## config.mk

```make
export PLATFORM = sky130hd
export DESIGN_NAME = knn_seq_flat
export DESIGN_NICKNAME = d
export VERILOG_FILES = /design/src/rtl/knn_seq_if.sv /design/src/rtl/knn_seq.sv /design/src/flat_wrapper.sv
export SDC_FILE = /design/constraint.sdc
export NUM_CORES = 1
export LEC_CHECK = 0
export ABC_AREA = 1
export CAP_MARGIN = 20
export CELL_PAD_IN_SITES_DETAIL_PLACEMENT = 0
export CELL_PAD_IN_SITES_GLOBAL_PLACEMENT = 1
export CORE_MARGIN = 1.5
export CORE_UTILIZATION = 42
export DETAILED_ROUTE_END_ITERATION = 10
export PLACE_DENSITY = 0.89
export SKIP_LAST_GASP = 1
export SYNTH_ARGS = -nofsm -noshare
export SYNTH_HDL_FRONTEND = slang
export SYNTH_SLANG_ARGS = --single-unit
```

## constraint.sdc

```tcl
create_clock -name clk -period 5.7 [get_ports clk]
set_input_delay 1.14 -clock clk [delete_from_list [all_inputs] [get_ports clk]]
set_output_delay 1.14 -clock clk [all_outputs]
set_load 0.03 [all_outputs]
```

## src/rtl/knn_seq_if.sv

```systemverilog
// rtl/knn_seq_if.sv - Query/stream/result bus for the k-nearest-neighbour search block
// master drives queries and points and consumes results; slave is the search block.
interface knn_seq_if #(
  parameter int W = 32,
  parameter int K = 2,
  parameter int N = 16
);
  localparam int IW = (N > 1) ? $clog2(N) : 1;

  logic              start;
  logic [W-1:0]      query;
  logic              in_valid;
  logic              in_ready;
  logic [W-1:0]      in_data;
  logic              out_valid;
  logic              out_ready;
  logic [W*K-1:0]    out_data;
  logic [IW*K-1:0]   out_idx;
  logic              busy;

  modport master (
    output start, query, in_valid, in_data, out_ready,
    input  in_ready, out_valid, out_data, out_idx, busy
  );

  modport slave (
    input  start, query, in_valid, in_data, out_ready,
    output in_ready, out_valid, out_data, out_idx, busy
  );
endinterface

```

## src/rtl/knn_seq.sv

```systemverilog
// rtl/knn_seq.sv - Streaming K-nearest-neighbour search over N points per query
// Keeps a sorted list of K slots; each accepted point is inserted in one cycle.
module knn_seq #(
  parameter int W = 32,
  parameter int K = 2,
  parameter int N = 16
) (
  input  logic       clk,
  input  logic       rst_n,
  knn_seq_if.slave   bus
);
  localparam int IW = (N > 1) ? $clog2(N) : 1;

  typedef enum logic [1:0] {IDLE, STREAM, DONE} state_t;

  state_t          state;
  logic [W-1:0]    q_reg;
  logic [IW-1:0]   cnt;
  logic            rdy_r;
  logic            ov_r;
  logic            busy_r;

  logic [W-1:0]    s_dist [K];
  logic [W-1:0]    s_val  [K];
  logic [IW-1:0]   s_idx  [K];
  logic [K-1:0]    s_vld;

  logic [W-1:0]    n_dist [K];
  logic [W-1:0]    n_val  [K];
  logic [IW-1:0]   n_idx  [K];
  logic [K-1:0]    n_vld;

  logic [W-1:0]    d;
  logic [K-1:0]    better;
  logic [K:0]      prev_better;
  logic            last;

  assign d    = (bus.in_data >= q_reg) ? (bus.in_data - q_reg) : (q_reg - bus.in_data);
  assign last = (cnt == IW'(N - 1));

  // better[] is monotone because valid slots stay packed and sorted; the first
  // set bit is the insertion point, everything above it shifts up by one.
  always_comb begin
    for (int i = 0; i < K; i++) begin
      better[i] = !s_vld[i] || (s_dist[i] > d);
    end
    prev_better = {better, 1'b0};
    for (int i = 0; i < K; i++) begin
      int j;
      j         = (i > 0) ? (i - 1) : 0;
      n_dist[i] = s_dist[i];
      n_val[i]  = s_val[i];
      n_idx[i]  = s_idx[i];
      n_vld[i]  = s_vld[i];
      if (better[i]) begin
        if (!prev_better[i]) begin
          n_dist[i] = d;
          n_val[i]  = bus.in_data;
          n_idx[i]  = cnt;
          n_vld[i]  = 1'b1;
        end else begin
          n_dist[i] = s_dist[j];
          n_val[i]  = s_val[j];
          n_idx[i]  = s_idx[j];
          n_vld[i]  = s_vld[j];
        end
      end
    end
  end

  always_ff @(posedge clk or negedge rst_n) begin
    if (!rst_n) begin
      state  <= IDLE;
      q_reg  <= '0;
      cnt    <= '0;
      rdy_r  <= 1'b0;
      ov_r   <= 1'b0;
      busy_r <= 1'b0;
      s_vld  <= '0;
      for (int i = 0; i < K; i++) begin
        s_dist[i] <= '0;
        s_val[i]  <= '0;
        s_idx[i]  <= '0;
      end
    end else begin
      case (state)
        IDLE: begin
          if (bus.start) begin
            q_reg  <= bus.query;
            cnt    <= '0;
            s_vld  <= '0;
            rdy_r  <= 1'b1;
            busy_r <= 1'b1;
            state  <= STREAM;
          end
        end
        STREAM: begin
          if (bus.in_valid) begin
            s_vld <= n_vld;
            for (int i = 0; i < K; i++) begin
              s_dist[i] <= n_dist[i];
              s_val[i]  <= n_val[i];
              s_idx[i]  <= n_idx[i];
            end
            if (last) begin
              rdy_r <= 1'b0;
              ov_r  <= 1'b1;
              state <= DONE;
            end else begin
              cnt <= cnt + IW'(1);
            end
          end
        end
        DONE: begin
          if (bus.out_ready) begin
            ov_r   <= 1'b0;
            busy_r <= 1'b0;
            state  <= IDLE;
          end
        end
        default: state <= IDLE;
      endcase
    end
  end

  assign bus.in_ready  = rdy_r;
  assign bus.out_valid = ov_r;
  assign bus.busy      = busy_r;

  for (genvar g = 0; g < K; g++) begin : g_pack
    assign bus.out_data[g*W +: W]   = s_val[g];
    assign bus.out_idx[g*IW +: IW]  = s_idx[g];
  end
endmodule

```

## src/flat_wrapper.sv

```systemverilog
// flat-port wrapper written by rule: the top's interface ports become plain ports
module knn_seq_flat 
#(
  parameter int W = 32,
  parameter int K = 2,
  parameter int N = 16
)
  (clk, rst_n, bus_start, bus_query, bus_in_valid, bus_in_data, bus_out_ready, bus_in_ready, bus_out_valid, bus_out_data, bus_out_idx, bus_busy);
  knn_seq_if #(.W(W), .K(K), .N(N)) bus_i ();
  input  logic clk;
  input  logic rst_n;
  input wire logic [$bits(bus_i.start)-1:0] bus_start;
  input wire logic [$bits(bus_i.query)-1:0] bus_query;
  input wire logic [$bits(bus_i.in_valid)-1:0] bus_in_valid;
  input wire logic [$bits(bus_i.in_data)-1:0] bus_in_data;
  input wire logic [$bits(bus_i.out_ready)-1:0] bus_out_ready;
  output wire logic [$bits(bus_i.in_ready)-1:0] bus_in_ready;
  output wire logic [$bits(bus_i.out_valid)-1:0] bus_out_valid;
  output wire logic [$bits(bus_i.out_data)-1:0] bus_out_data;
  output wire logic [$bits(bus_i.out_idx)-1:0] bus_out_idx;
  output wire logic [$bits(bus_i.busy)-1:0] bus_busy;
  assign bus_i.start = bus_start;
  assign bus_i.query = bus_query;
  assign bus_i.in_valid = bus_in_valid;
  assign bus_i.in_data = bus_in_data;
  assign bus_i.out_ready = bus_out_ready;
  assign bus_in_ready = bus_i.in_ready;
  assign bus_out_valid = bus_i.out_valid;
  assign bus_out_data = bus_i.out_data;
  assign bus_out_idx = bus_i.out_idx;
  assign bus_busy = bus_i.busy;
  knn_seq #(.W(W), .K(K), .N(N)) u_core (.clk(clk), .rst_n(rst_n), .bus(bus_i));
endmodule
```

* Yosys cells after proc, flatten, opt, wreduce, memory -nomap -nowiden
Index checks and enable logic that the tools add are counted.
Widths: inputs -> output; s select.
** Word-level totals
- Memories kept :: 0
- Bits in registers :: 179
- Memory bits (writable) :: 0
- Input port bits :: 69
- Bits in latches :: 0
- Bits in read-only memories :: 0
** Operators by class
- Divide/modulo/power cells :: 0
- Shifts and indexed selects :: 0
- Reductions and logical operators :: 18
- Add/subtract/negate cells :: 3
- $mul :: 0
- Bitwise operators :: 0
- Order comparisons :: 3
- Equal/unequal tests :: 10
- Mux-type cells :: 28
** Operators with widths (number)
- $mux 32 :: 3
- $gt 32x32->1 :: 2
- $sub 32x32->32 :: 2
- $ge 32x32->1 :: 1
- $reduce_and 4->1 :: 6
- $mux 4 :: 4
- $mux 2 :: 6
- $mux 1 :: 9
- $reduce_and 3->1 :: 3
- $ne 2x2->1 const B :: 4
- $pmux 4 s2 :: 1
- $ne 2x1->1 const B :: 3
- $pmux 1 s2 :: 3
- $pmux 2 s3 :: 1
- $reduce_bool 2->1 :: 3
- $add 4x1->4 const B :: 1
- $eq 4x4->1 const B :: 1
- $pmux 2 s2 :: 1
- $eq 2x1->1 const B :: 1
- $eq 2x2->1 const B :: 1
- $logic_not 1->1 :: 2
- $logic_not 2->1 :: 1
- $logic_or 1x1->1 :: 2
- $reduce_and 2->1 :: 1

* Longest topological paths before layout
- Depth in word-level cells :: 8
- Mapped depth :: 35
- Mapped depth without buffers :: 32

* Worst setup path after synthesis
No wires, ideal clock.
- Path kind :: input-to-reg
- Start point :: input bus_in_data[0]
- End point :: register u_core.s_val (netlist bit u_core.bus.out_data[32])
- Buffers on the path :: 4
- Data arrival time :: 5.084 ns
- Data required time :: 5.635 ns
- Path slack :: 0.551 ns
- Cell stages on the path :: 33
- Library setup time :: 0.065 ns
- Cell sequence :: inv_1 -> ha_1 -> inv_1 -> fa_1 -> nand3_1 -> nand2_1 -> nand2_1 -> nand2_1 -> nand2_1 -> nand3_1 -> nand2_2 -> nand2_2 -> clkinv_1 -> clkbuf_1 -> clkbuf_1 -> nand2_1 -> nand2_1 -> inv_1 -> ha_1 -> nand3_1 -> nor3_1 -> inv_1 -> nor4_1 -> and3_1 -> and3_1 -> nand4_1 -> nand2_2 -> nand2_1 -> nand2_2 -> buf_6 -> buf_2 -> nand2_1 -> nand2_1
** Between the ends
- Longest elaborated chain between the ends :: 5
- Elaborated cells between the ends (all ways) :: 10
** RTL lines
- from (decl) :: line flat_wrapper.sv:15 : input wire logic [$bits(bus_i.in_data)-1:0] bus_in_data;
- $sub 32x32->32 / $ge 32x32->1 (equally long branches) :: line knn_seq.sv:38 : assign d = (bus.in_data >= q_reg) ? (bus.in_data - q_reg) : (q_reg - bus.in_data);
- $mux 32 :: line knn_seq.sv:38
- $gt 32x32->1 :: line knn_seq.sv:45 : better[i] = !s_vld[i] || (s_dist[i] > d);
- $logic_or 1x1->1 :: line knn_seq.sv:45
- $reduce_and 3->1 (no line) / $mux 32 (equally long branches)
- to (signal, indexed assignment) :: line knn_seq.sv:102 : s_val[i] <= n_val[i];
- to (decl) :: line knn_seq.sv:24 : logic [W-1:0] s_val [K];
Several ways; a longest one is shown, not always the timed one.
A chain may end at the register's enable or synchronous reset.

* Final worst setup path
- Start point :: input bus_in_data[28]
- End point :: register u_core.s_val (netlist bit u_core.bus.out_data[25])
** Between the ends
- Longest elaborated chain between the ends :: 5
- Elaborated cells between the ends (all ways) :: 7
** RTL lines (line)
- $sub 32x32->32 / $ge 32x32->1 (equally long branches) :: knn_seq.sv:38
- $mux 32 (*) :: knn_seq.sv:38
- $gt 32x32->1 (*) :: knn_seq.sv:45
- $logic_or 1x1->1 (*) :: knn_seq.sv:45
- $reduce_and 3->1 (no line) (*)
Mark *: on every way between the ends. The rest lies on a longest branch, timed or not.

==> summary.txt <==
Global route
  • Overall track demand over capacity in global routing: 0.278
  • Number of global-route vias before repair: 13698
  • Largest net degree at the start of global routing: 97
  • Initial antenna violation count: 1
  • Wire length of the first global-routing pass: 71300 um
  • Total overflow reported by the global router: 0

Finish
  • Most frequent cells in the layout: 648 x sky130_fd_sc_hd__nand2_1, 337 x sky130_fd_sc_hd__buf_4, 227 x sky130_fd_sc_hd__inv_1
  • Final nets: 2528
  • Post-route insts no fill: 2742
  • Most frequent standard cell in the layout excluding fill and tap cells: sky130_fd_sc_hd__nand2_1
  • Layout cell share with drive strength beyond 1: 0.210
  • Antenna diode count: 0
  • Area grow syn2layout: 43.7%

STA
  • Clock Skews: 0.0185 ns
  • Upper clock frequency limit: 180 MHz
  • Max_slew headroom: 0.0595
  • Final worst-path cycle share: 0.973
  • Post-layout min period: 5.55 ns
  • Slew at the pin with the worst max-slew slack: 1.41 ns
  • Hold Violations, Final: 0
  • Number of pins with negative max-slew slack in the final report: 0
  • Setup-failing EPs final: 0

Place
  • Gpl congestion: 0.975
  • Count of buffers from port buffering: 143
  • Placed cell count: 2696
  • HPWL reported at the end of detailed placement: 34300 um

Logic synthesis
  • Post-synth cell types: 49
  • Flop and latch count out of synthesis: 179
  • Number of enable-type register cells in the synthesized netlist: 0
  • Net Count, Synth: 2064
  • Cell type with the largest total area after synthesis: sky130_fd_sc_hd__dfrtp_1
  • Synth top area share: 0.340
  • Syn avg cell area: 7.05 um2
  • Post-Syn Instances: 1869
  • Proportion of synthesized chip area in sequential cells: 0.340
  • Yosys warns: 0
  • Post-synth design cell area: 0.0132 mm2
  • Fraction of registers with async set/reset: 1.00
  • Cells taking the most area after synthesis: sky130_fd_sc_hd__dfrtp_1 34%, sky130_fd_sc_hd__nand2_1 19%, sky130_fd_sc_hd__ha_1 12%
  • Most used flip-flop cell after synthesis: sky130_fd_sc_hd__dfrtp_1

Setup path
  • Crit path arrival time: 5.90 ns
  • Worst setup startpoint: bus_in_data[28]
  • Worst Path Required: 6.05 ns
  • Type of destination of the critical path: register
  • Crit path launch type: input pin
  • Peak fanout along the critical path: 7
  • Slowest CP cell: sky130_fd_sc_hd__clkdlybuf4s50_1
  • Worst path most repeated cell: sky130_fd_sc_hd__nand2_1
  • Max stage delay on crit path: 0.47 ns
  • Worst setup path category: in2reg
  • Origin of the critical flop-to-flop path: u_core.q_reg[0]$_DFFE_PN0P_

Drt
  • DR pass1 iterations: 10
  • Average vias per placed instance: 5.13
  • Total DRC errors in the routed layout: 2
  • DR vias: 14072
  • First DRT Iteration DRCs: 1222
  • Final ANT Viol Nets: 0
  • Routed Wire Length: 46400 um
  • Routed wire per std cell: 16.9 um

CTS
  • Clock root cell: sky130_fd_sc_hd__clkbuf_16
  • Cts-stage hold buffer count: 0
  • Maximum level of the CTS H-tree: 4
  • Clock Tree Buf Depth: 2
  • Sink count of the clock tree: 179
  • TritonCTS Buffers: 17
  • Later-pin clock latency in the skew report: 0.47 ns
  • Reg clk slew, reported paths: 0.08 ns
  • TritonCTS clock tree: built

Floorplan
  • Die span in y: 180 um
  • Initial core utilization: 0.428
  • Core outline area: 0.0307 mm2
  • FP Rows: 64
  • Die ar.: 0.0324 mm2
  • Die X: 180 um
  • Num ports: 144

Outcome
  • Violations in the final reports: design-rule violations
  • Result of the run: complete, but fails checks

Worst hold path
  • Startpoint of the tightest hold check path: u_core.bus.out_data[49]$_DFFE_PN0P_
  • Classification of the worst-slack hold path: reg2reg

Run
  • Max Cap Violations: 0
-- per-layer routing --
layer,GRT usage,wire (um)
met1,0.374,21200
met3,0.0473,2500
met4,0.0780,1030
met5,0,10
met2,0.459,21700
-- stage by stage --
stage	TNS [ns]	utilization	cell area, um2	worst slack, ns	hold WS, ns
3_5_place_dp	-110.66	0.571	17500	-0.863	0.464
4_1_cts	-0.00733	0.591	18200	-0.00733	0.485
5_1_grt	-6.18	0.615	18900	-0.101	0.505
6_report	0	0.615	18900	0.155	0.479
2_1_floorplan	0	-	13200	0.551	0.449
3_3_place_gp	-92.66	0.571	17500	-0.729	0.459
-- Yosys cell counts (3+ instances only) --
cell type                   count
sky130_fd_sc_hd__nand2_1      654
sky130_fd_sc_hd__inv_1        236
sky130_fd_sc_hd__dfrtp_1      179
sky130_fd_sc_hd__ha_1         124
sky130_fd_sc_hd__a21oi_1      122
sky130_fd_sc_hd__nand3_1      101
sky130_fd_sc_hd__o21ai_0       97
sky130_fd_sc_hd__nor2_1        73
sky130_fd_sc_hd__o21ai_1       57
sky130_fd_sc_hd__xor2_1        40
sky130_fd_sc_hd__buf_2         34
sky130_fd_sc_hd__clkbuf_1      14
sky130_fd_sc_hd__nor3_1        11
sky130_fd_sc_hd__buf_6         10
sky130_fd_sc_hd__nand4_1       10
sky130_fd_sc_hd__nand2_2        9
sky130_fd_sc_hd__o211ai_1       8
sky130_fd_sc_hd__a31oi_1        7
sky130_fd_sc_hd__o2111ai_1      7
sky130_fd_sc_hd__o21bai_1       7
sky130_fd_sc_hd__a211oi_1       6
sky130_fd_sc_hd__o31ai_1        6
sky130_fd_sc_hd__buf_1          5
sky130_fd_sc_hd__inv_2          5
sky130_fd_sc_hd__a221oi_1       4
sky130_fd_sc_hd__mux2i_1        4
sky130_fd_sc_hd__o21a_1         4
sky130_fd_sc_hd__a21o_1         3
sky130_fd_sc_hd__nor2_4         3
-- final cells by class --
type                       count  area [um2]
timing repair buffer         510        4570
multi-input combinational   1383        7870
sequential                   179        4480
inverter                     242         911
tap                          396         495
clock inverter                14         158
clock buffer                  18         439
fill                        2751       11800
-- timing repair --
item,4_1_cts,5_1_grt
buffers inserted,0,4
pin swaps,0,14
gates cloned,0,10
setup endpoints to repair,138,138
resized for setup,8,105
-- worst max-delay path: cells and delay by family --
kind / cells / cell delay [ns]
simple gates: 15 / 1.46
buf+inv: 9 / 1.58
xor+xnor: 1 / 0.18
compound gates: 7 / 0.94
fa+ha+maj: 2 / 0.58
-- worst paths after layout --
kind,endpoint,slack [ns],cells past startpoint
worst max-delay path,u_core.bus.out_data[25]$_DFFE_PN0P_,0.15,34
worst min register to register,u_core.bus.out_data[49]$_DFFE_PN0P_,0.48,2
min in group asynchronous,u_core.bus.out_data[39]$_DFFE_PN0P_,0.70,1
max in group asynchronous,u_core.s_vld[0]$_DFFE_PN0P_,3.97,2
worst min-delay path,u_core.bus.out_data[49]$_DFFE_PN0P_,0.48,2
worst max register to register,u_core.bus.out_data[25]$_DFFE_PN0P_,0.84,31
-- cell families (layout without fill, tap and decap cells) --
family / count (synthesis) / count (layout) / synth area share
buffers and inverters: 309 / 784 / 0.0985
multiplexers: 4 / 4 / 0.00304
XOR/XNOR: 42 / 42 / 0.0279
AO/OA/AOI/OAI: 338 / 338 / 0.141
adder cells (fa/ha/maj): 126 / 126 / 0.121
AND/OR/NAND/NOR: 871 / 873 / 0.268
flip-flops: 179 / 179 / 0.340
Power is left out: the tool's default activity adds up to more than one toggle a clock period on the data nets, which glitch-free logic cannot reach.
